==> src/rtl/axi4_data_width_converter_32to64.sv <==
// AXI4 upsizer: 32-bit manager (in_*) to 64-bit subordinate (out_*), one outstanding burst per direction.
// Latency: AR/AW register one cycle; R, W and B are combinational pass-through (one beat/cycle).
// Backpressure: in_arready/in_awready only in IDLE; in_wready held low until AW is accepted downstream.
//
// Ports:
//   clock, reset               sole clock, synchronous active-high reset
//   in_ar*/in_r*               32-bit side read address / read data
//   in_aw*/in_w*/in_b*         32-bit side write address / write data / write response
//   out_ar*/out_r*             64-bit side read address / read data (rdata 64)
//   out_aw*/out_w*/out_b*      64-bit side write channels (wdata 64, wstrb 8)
module axi4_data_width_converter_32to64 (
  input  logic        clock,
  input  logic        reset,
  // 32-bit side read address
  input  logic        in_arvalid,
  output logic        in_arready,
  input  logic [3:0]  in_arid,
  input  logic [31:0] in_araddr,
  input  logic [7:0]  in_arlen,
  input  logic [2:0]  in_arsize,
  input  logic [1:0]  in_arburst,
  // 32-bit side read data
  output logic        in_rvalid,
  input  logic        in_rready,
  output logic [3:0]  in_rid,
  output logic [31:0] in_rdata,
  output logic [1:0]  in_rresp,
  output logic        in_rlast,
  // 32-bit side write address
  input  logic        in_awvalid,
  output logic        in_awready,
  input  logic [3:0]  in_awid,
  input  logic [31:0] in_awaddr,
  input  logic [7:0]  in_awlen,
  input  logic [2:0]  in_awsize,
  input  logic [1:0]  in_awburst,
  // 32-bit side write data
  input  logic        in_wvalid,
  output logic        in_wready,
  input  logic [31:0] in_wdata,
  input  logic [3:0]  in_wstrb,
  input  logic        in_wlast,
  // 32-bit side write response
  output logic        in_bvalid,
  input  logic        in_bready,
  output logic [3:0]  in_bid,
  output logic [1:0]  in_bresp,
  // 64-bit side read address
  output logic        out_arvalid,
  input  logic        out_arready,
  output logic [3:0]  out_arid,
  output logic [31:0] out_araddr,
  output logic [7:0]  out_arlen,
  output logic [2:0]  out_arsize,
  output logic [1:0]  out_arburst,
  // 64-bit side read data
  input  logic        out_rvalid,
  output logic        out_rready,
  input  logic [3:0]  out_rid,
  input  logic [63:0] out_rdata,
  input  logic [1:0]  out_rresp,
  input  logic        out_rlast,
  // 64-bit side write address
  output logic        out_awvalid,
  input  logic        out_awready,
  output logic [3:0]  out_awid,
  output logic [31:0] out_awaddr,
  output logic [7:0]  out_awlen,
  output logic [2:0]  out_awsize,
  output logic [1:0]  out_awburst,
  // 64-bit side write data
  output logic        out_wvalid,
  input  logic        out_wready,
  output logic [63:0] out_wdata,
  output logic [7:0]  out_wstrb,
  output logic        out_wlast,
  // 64-bit side write response
  input  logic        out_bvalid,
  output logic        out_bready,
  input  logic [3:0]  out_bid,
  input  logic [1:0]  out_bresp
);

  typedef struct packed {
    logic [3:0]  id;
    logic [31:0] addr;
    logic [7:0]  len;
    logic [2:0]  size;
    logic [1:0]  burst;
  } ax_t;

  localparam logic [1:0] R_IDLE = 2'd0;
  localparam logic [1:0] R_ADDR = 2'd1;
  localparam logic [1:0] R_DATA = 2'd2;

  localparam logic [1:0] W_IDLE = 2'd0;
  localparam logic [1:0] W_ADDR = 2'd1;
  localparam logic [1:0] W_DATA = 2'd2;
  localparam logic [1:0] W_RESP = 2'd3;

  // Address of the following beat. Size is clamped to the 32-bit upstream
  // width; the reserved burst encoding behaves as INCR.
  function automatic logic [31:0] next_beat_addr(
    input logic [31:0] addr,
    input logic [7:0]  len,
    input logic [2:0]  size,
    input logic [1:0]  burst
  );
    logic [2:0]  s;
    logic [31:0] inc;
    logic [31:0] mask;
    logic [31:0] nxt;
    s    = (size > 3'd2) ? 3'd2 : size;
    inc  = 32'd1 << s;
    mask = (({24'd0, len} + 32'd1) << s) - 32'd1;
    case (burst)
      2'b00:   nxt = addr;
      2'b10:   nxt = (addr & ~mask) | ((addr + inc) & mask);
      default: nxt = addr + inc;
    endcase
    return nxt;
  endfunction

  // ---------------------------------------------------------------------
  // Read path
  // ---------------------------------------------------------------------
  logic [1:0]  r_state_q, r_state_d;
  ax_t         ar_q, ar_d;
  logic [31:0] raddr_q, raddr_d;

  logic ar_hs, ar_out_hs, r_hs;

  assign ar_hs     = (r_state_q == R_IDLE) && in_arvalid;
  assign ar_out_hs = (r_state_q == R_ADDR) && out_arready;
  assign r_hs      = (r_state_q == R_DATA) && out_rvalid && in_rready;

  always_comb begin
    r_state_d = r_state_q;
    ar_d      = ar_q;
    raddr_d   = raddr_q;
    case (r_state_q)
      R_IDLE: begin
        if (ar_hs) begin
          ar_d      = '{id: in_arid, addr: in_araddr, len: in_arlen,
                        size: in_arsize, burst: in_arburst};
          raddr_d   = in_araddr;
          r_state_d = R_ADDR;
        end
      end
      R_ADDR: begin
        if (ar_out_hs) r_state_d = R_DATA;
      end
      R_DATA: begin
        if (r_hs) begin
          raddr_d = next_beat_addr(raddr_q, ar_q.len, ar_q.size, ar_q.burst);
          if (out_rlast) r_state_d = R_IDLE;
        end
      end
      default: r_state_d = R_IDLE;
    endcase
  end

  always_ff @(posedge clock) begin
    if (reset) begin
      r_state_q <= R_IDLE;
      ar_q      <= '0;
      raddr_q   <= '0;
    end else begin
      r_state_q <= r_state_d;
      ar_q      <= ar_d;
      raddr_q   <= raddr_d;
    end
  end

  assign in_arready  = (r_state_q == R_IDLE);
  assign out_arvalid = (r_state_q == R_ADDR);
  assign out_arid    = ar_q.id;
  assign out_araddr  = ar_q.addr;
  assign out_arlen   = ar_q.len;
  assign out_arsize  = ar_q.size;
  assign out_arburst = ar_q.burst;

  assign in_rvalid  = (r_state_q == R_DATA) && out_rvalid;
  assign out_rready = (r_state_q == R_DATA) && in_rready;
  assign in_rid     = out_rid;
  assign in_rresp   = out_rresp;
  assign in_rlast   = out_rlast;
  // Address bit 2 selects which 32-bit half of the 64-bit beat is live.
  assign in_rdata   = raddr_q[2] ? out_rdata[63:32] : out_rdata[31:0];

  // ---------------------------------------------------------------------
  // Write path
  // ---------------------------------------------------------------------
  logic [1:0]  w_state_q, w_state_d;
  ax_t         aw_q, aw_d;
  logic [31:0] waddr_q, waddr_d;

  logic aw_hs, aw_out_hs, w_hs, b_hs;

  assign aw_hs     = (w_state_q == W_IDLE) && in_awvalid;
  assign aw_out_hs = (w_state_q == W_ADDR) && out_awready;
  assign w_hs      = (w_state_q == W_DATA) && in_wvalid && out_wready;
  assign b_hs      = (w_state_q == W_RESP) && out_bvalid && in_bready;

  always_comb begin
    w_state_d = w_state_q;
    aw_d      = aw_q;
    waddr_d   = waddr_q;
    case (w_state_q)
      W_IDLE: begin
        if (aw_hs) begin
          aw_d      = '{id: in_awid, addr: in_awaddr, len: in_awlen,
                        size: in_awsize, burst: in_awburst};
          waddr_d   = in_awaddr;
          w_state_d = W_ADDR;
        end
      end
      W_ADDR: begin
        if (aw_out_hs) w_state_d = W_DATA;
      end
      W_DATA: begin
        if (w_hs) begin
          waddr_d = next_beat_addr(waddr_q, aw_q.len, aw_q.size, aw_q.burst);
          if (in_wlast) w_state_d = W_RESP;
        end
      end
      W_RESP: begin
        if (b_hs) w_state_d = W_IDLE;
      end
      default: w_state_d = W_IDLE;
    endcase
  end

  always_ff @(posedge clock) begin
    if (reset) begin
      w_state_q <= W_IDLE;
      aw_q      <= '0;
      waddr_q   <= '0;
    end else begin
      w_state_q <= w_state_d;
      aw_q      <= aw_d;
      waddr_q   <= waddr_d;
    end
  end

  assign in_awready  = (w_state_q == W_IDLE);
  assign out_awvalid = (w_state_q == W_ADDR);
  assign out_awid    = aw_q.id;
  assign out_awaddr  = aw_q.addr;
  assign out_awlen   = aw_q.len;
  assign out_awsize  = aw_q.size;
  assign out_awburst = aw_q.burst;

  // W beats are only forwarded once the subordinate owns the address.
  assign out_wvalid = (w_state_q == W_DATA) && in_wvalid;
  assign in_wready  = (w_state_q == W_DATA) && out_wready;
  assign out_wlast  = in_wlast;
  // Data is replicated to both halves; the strobe picks the live lane.
  assign out_wdata  = {in_wdata, in_wdata};
  assign out_wstrb  = waddr_q[2] ? {in_wstrb, 4'h0} : {4'h0, in_wstrb};

  assign in_bvalid  = (w_state_q == W_RESP) && out_bvalid;
  assign out_bready = (w_state_q == W_RESP) && in_bready;
  assign in_bid     = out_bid;
  assign in_bresp   = out_bresp;

endmodule
==> config.mk <==
export PLATFORM = sky130hd
export DESIGN_NAME = axi4_data_width_converter_32to64
export DESIGN_NICKNAME = d
export VERILOG_FILES = /design/src/rtl/axi4_data_width_converter_32to64.sv
export SDC_FILE = /design/constraint.sdc
export NUM_CORES = 1
export LEC_CHECK = 0
export CORE_AREA = 2 2 175 177
export DETAILED_ROUTE_END_ITERATION = 6
export DIE_AREA = 0 0 177 179
export DONT_BUFFER_PORTS = 1
export PLACE_DENSITY_LB_ADDON = 0.1
export SYNTH_ARGS = -nofsm -noshare
export SYNTH_HDL_FRONTEND = slang
export SYNTH_SLANG_ARGS = --single-unit
==> constraint.sdc <==
create_clock -name clock -period 5.3 [get_ports clock]
set_clock_uncertainty 0.15 [all_clocks]
set_input_delay 1.06 -clock clock [delete_from_list [all_inputs] [get_ports clock]]
set_output_delay 1.06 -clock clock [all_outputs]
set_load 0.05 [all_outputs]
# Yosys cells after proc, flatten, opt, wreduce, memory -nomap -nowiden
# Index checks and enable logic that the tools add are counted.
[word_totals] ff_bits=166 input_bits=224 out_inout_bits=226 elab_cells=100
[classes] n_addsub=6 order_cmp=2 eq_ne=18 shift=4 muxes=23 n_bitwise=8 reduce_logical=25
[ops] op="32-bit one-hot mux with 2 select lines" n=4
[ops] op="32-bit two-way mux" n=5
[ops] op="32-bit bitwise AND" n=4
[ops] op="32-bit adder" n=2
[ops] op="32-bit NOT" n=2
[ops] op="32-bit bitwise OR" n=2
[ops] op="1-bit by 3-bit << shifter with 32-bit output (first input constant)" n=2
[ops] op="9-bit by 3-bit << shifter with 32-bit output" n=2
[ops] op="32-bit by 1-bit subtractor with 32-bit output (second input constant)" n=2
[ops] op="8-bit by 1-bit adder with 9-bit output (second input constant)" n=2
[ops] op="2-bit two-way mux" n=9
[ops] op="2-bit != test (second input constant)" n=7
[ops] op="1-bit logical AND" n=13
[ops] op="4-bit AND reduction" n=3
[ops] op="2-bit == test (second input constant)" n=5
[ops] op="2-bit zero test" n=4
[ops] op="8-bit two-way mux" n=1
[ops] op="2-bit by 1-bit != test with 1-bit output (second input constant)" n=4
[ops] op="2-bit one-hot mux with 4 select lines" n=1
[ops] op="3-bit by 2-bit greater-than comparator with 1-bit output (second input constant)" n=2
[ops] op="3-bit two-way mux" n=2
[ops] op="2-bit one-hot mux with 3 select lines" n=1
[ops] op="5-bit AND reduction" n=1
[ops] op="2-bit by 1-bit == test with 1-bit output (second input constant)" n=2
[ops] op="2 further kinds" n=4

# Longest topological paths before layout
[logic_depth] word_depth=10 depth_mapped=10 mapped_depth_nobuf=10

# Least setup slack after synthesis
# OpenSTA, ideal clock, no wires.
[synth_path] kind="input-to-output" from="in in_wstrb[0]" to="out out_wstrb[0]" t_arrival_ps=1767 t_required_ps=4090 setup_slack_ps=2323 path_stages=1 path_buffers=0 cell_sequence="nor2b_1"
[synth_via] elab_chain_cells=1
[synth_rtl] item="start, declared" line="41" text="input logic [3:0] in_wstrb,"
[synth_rtl] item="8-bit two-way mux" line="260" text="assign out_wstrb = waddr_q[2] ? {in_wstrb, 4'h0} : {4'h0, in_wstrb};"
[synth_rtl] item="end, declared" line="75" text="output logic [7:0] out_wstrb,"
# Every way passes these cells.

# Final worst setup path
[layout_path] from="reg w_state_q[0]" to="out out_wvalid"
[layout_via] elab_chain_cells=2
[layout_rtl] item="start, declared" line="194" text="logic [1:0] w_state_q, w_state_d;"
[layout_rtl] item="start signal, assigned" line="240" text="w_state_q <= w_state_d;"
[layout_rtl] item="2-bit == test" line="255" text="assign out_wvalid = (w_state_q == W_DATA) && in_wvalid;"
[layout_rtl] item="1-bit logical AND" line="255"
[layout_rtl] item="end, declared" line="72" text="output logic out_wvalid,"
# Every way passes these cells.

==> metrics.yaml <==
drt:
  via_per_inst: 4.186
  vias: 4127
  wl_per_cell_um: 19.26
  routed_wl_um: 18990
  first_iter_violations: 169
  drc_errors: 0
  drtPass1Iterations: 5
  final_antenna_net_count: 0
sta:
  fmax_ghz: 0.3230
  rsz0062_at_grt: "no"
  fin_setup_tns_ps: 0
  post-route-min-period_ps: 3096
  worst_slew_pin_slew_ps: 1109
  finalSetupViolations: 0
  slew_viol_final: 0
  hold_viol_final: 0
  relSlewSlack_pct: 25.78
  finalCritPeriodShare_pct: 58.42
power_and_ir_drop:
  powerDensity_nw_per_um2: 499.8
  leakage_nw: 1.911
  fin_total_pwr_mw: 2.745
  vdd_drop_max_mv: 0.1334
critical_path:
  r2r_start: "r_state_q[0]"
  crit_buf_inv: 1
  cp.arrival_ps: 1890
  r2r_cells: 4
  reg2reg_to: "out_arburst[1]"
  cp-end-kind: "output pin"
  path_cells: "inv_1 -> ha_1 -> and2_1"
  crit_path_max_fanout: 14
  critPathLaunchType: "flip-flop"
  critical-path-max-stage-delay_ps: 540
  crit_path_top_delay_cell: "ha_1"
  cp.depth: 3
  required_ps: 4090
  reg2reg_setup_slack_ps: 2540
  path_class: "reg2out"
  path_delay_family: "adder cells"
finish:
  seqCellArea_um2: 2162
  mostFrequentLayoutCell: "nand2_1"
  syn2layout_area_growth_pct: 1.644
  multiInputGateArea_um2: 2439
  layout-drive-gt1-share_pct: 9.949
  final_cell_mix: "nand2_1 (205), a21oi_1 (108), dfxtp_1 (108)"
  nFillCells: 3392
  fin_util_pct: 18.29
  fin_nets: 814
cts:
  post_cts_resize_count: 0
  clk_pin_slew_ps: 80
  root_buffer: "clkbuf_16"
  ctsHoldBuffers: 0
  cts_sinks: 108
  clk_latency_ps: 360
  cts_buffer_depth: 2
  cts_setup_buffers: 0
  cts_tree: "yes"
  numCtsBuffers: 9
  cts_max_level: 3
logic_synthesis:
  netlist_instances: 684
  syn-num-nets: 920
  ys_warn_count: 0
  syn_area_per_cell_um2: 7.900
  ys_seq_elements: 108
  synth.distinct_cells: 38
  synthesis.area_um2: 5404
  ys_seq_area_share_pct: 40.01
die:
  die_area_um2: 31680
  io_pins: 450
  fp.coreArea_um2: 30030
  placementRows: 64
  start_util_pct: 18.00
  die_h_um: 179
  die_x_um: 177
global_route:
  grt_pass1_wl_um: 26150
  antenna_found_initial: 8
  track_usage_pct: 11.40
  grt_pass1_vias: 4081
  grt_start_max_net_pins: 109
  overflow: 0
outcome:
  status: "finished clean"
place:
  portBuffers: 0
  hpwl_um: 14410
  gp_congestion: 0.7280
run:
  maxCapViolations: 0
hold_path:
  min_path_cells: 2
  hp-class: "reg2reg"
==> how the worst max path moves through the flow <==
| stage | start | to | slack [ps] |
|---|---|---|---|
| floorplan | in_wstrb[0] | out_wstrb[0] | 2320 |
| global placement | in_wstrb[2] | out_wstrb[2] | 2290 |
| global route | w_state_q[0] | out_wvalid | 2060 |
| finish | w_state_q[0] | out_wvalid | 2200 |
| detailed placement | in_wstrb[2] | out_wstrb[2] | 2290 |
| CTS | w_state_q[0] | out_wvalid | 2130 |
==> registers in the layout, summed over array words and instances (netlist names), 3 cells and up, named ones only <==
signal      flops
out_arsize      3
out_awlen       8
out_arid        4
out_awid        4
out_awsize      3
out_araddr     32
out_arlen       8
out_awaddr     32
==> metal layers <==
metal	share of wire, %	track usage [%]	routed length (µm)
met1	35	11.22	6611
met2	54	21.42	10340
met3	7.3	3.117	1377
met4	3.5	6.474	661
met5	0	0	0
==> metrics by stage <==
stage          hold WS (ps)  worst slack, ps  cells  cell area (µm²)
3_5_place_dp          339.6             2292    963             5164
6_report              358.3             2204    986             5493
3_3_place_gp          327.5             2288    963             5164
2_1_floorplan         310.4             2323    684             5404
4_1_cts               357.7             2129    979             5475
5_1_grt               391.2             2057    983             5485
==> worst reg2reg max path, cell delays in order, from the launching register on <==
cell and delay (ps):
dfxtp_1 370, nor2_1 810, and2_2 1000, nand2_1 210, a21oi_1 160
==> logic make-up after synthesis <==
logic type | share of synthesized area, %
buffers and inverters | 15.00
xor gates and xnor gates | 1.297
DFF | 40.01
muxes | 7.780
and+or+nand+nor | 19.40
adders and majority gates | 3.056
AOI/OAI and AO/OA | 13.45
==> where the power goes <==
part,switching (mW),internal [mW]
combinational,0.512,0.206
clock,0.346,0.385
sequential,0.383,0.913
==> cell usage after synthesis (all sizes together) <==
library cell / count / area share (%)
a21oi: 108 / 10
nand2b: 4 / 0.46
a211oi: 2 / 0.28
xnor2: 7 / 1.1
a221oi: 2 / 0.65
mux2: 32 / 6.7
nand2: 207 / 14
o21a: 4 / 0.56
xor2: 1 / 0.16
a31oi: 2 / 0.23
nor2: 15 / 1.0
o31ai: 1 / 0.14
o21ai: 2 / 0.19
a2111oi: 1 / 0.28
o311ai: 2 / 0.32
clkbuf: 28 / 1.9
a222oi: 1 / 0.19
inv: 16 / 1.1
nor2b: 9 / 1.1
dfxtp: 108 / 40
nor3b: 1 / 0.14
and2: 13 / 1.5
a21o: 1 / 0.14
ha: 10 / 2.3
mux2i: 6 / 1.1
o2111ai: 1 / 0.16
fa: 2 / 0.74
a311oi: 2 / 0.32
nor3: 5 / 0.65
buf: 90 / 12
nand3b: 1 / 0.14
==> cell type report <==
cell class | instances | area share (%)
Antenna cell | 7 | 0.3189
Clock buffer | 10 | 4.351
Clock inverter | 6 | 1.321
Inverter | 16 | 1.093
Multi-Input combinational cell | 442 | 44.40
Sequential cell | 108 | 39.36
Tap cell | 396 | 9.020
Timing Repair Buffer | 1 | 0.1367
No activity file was read; power rests on OpenSTA's default activity.
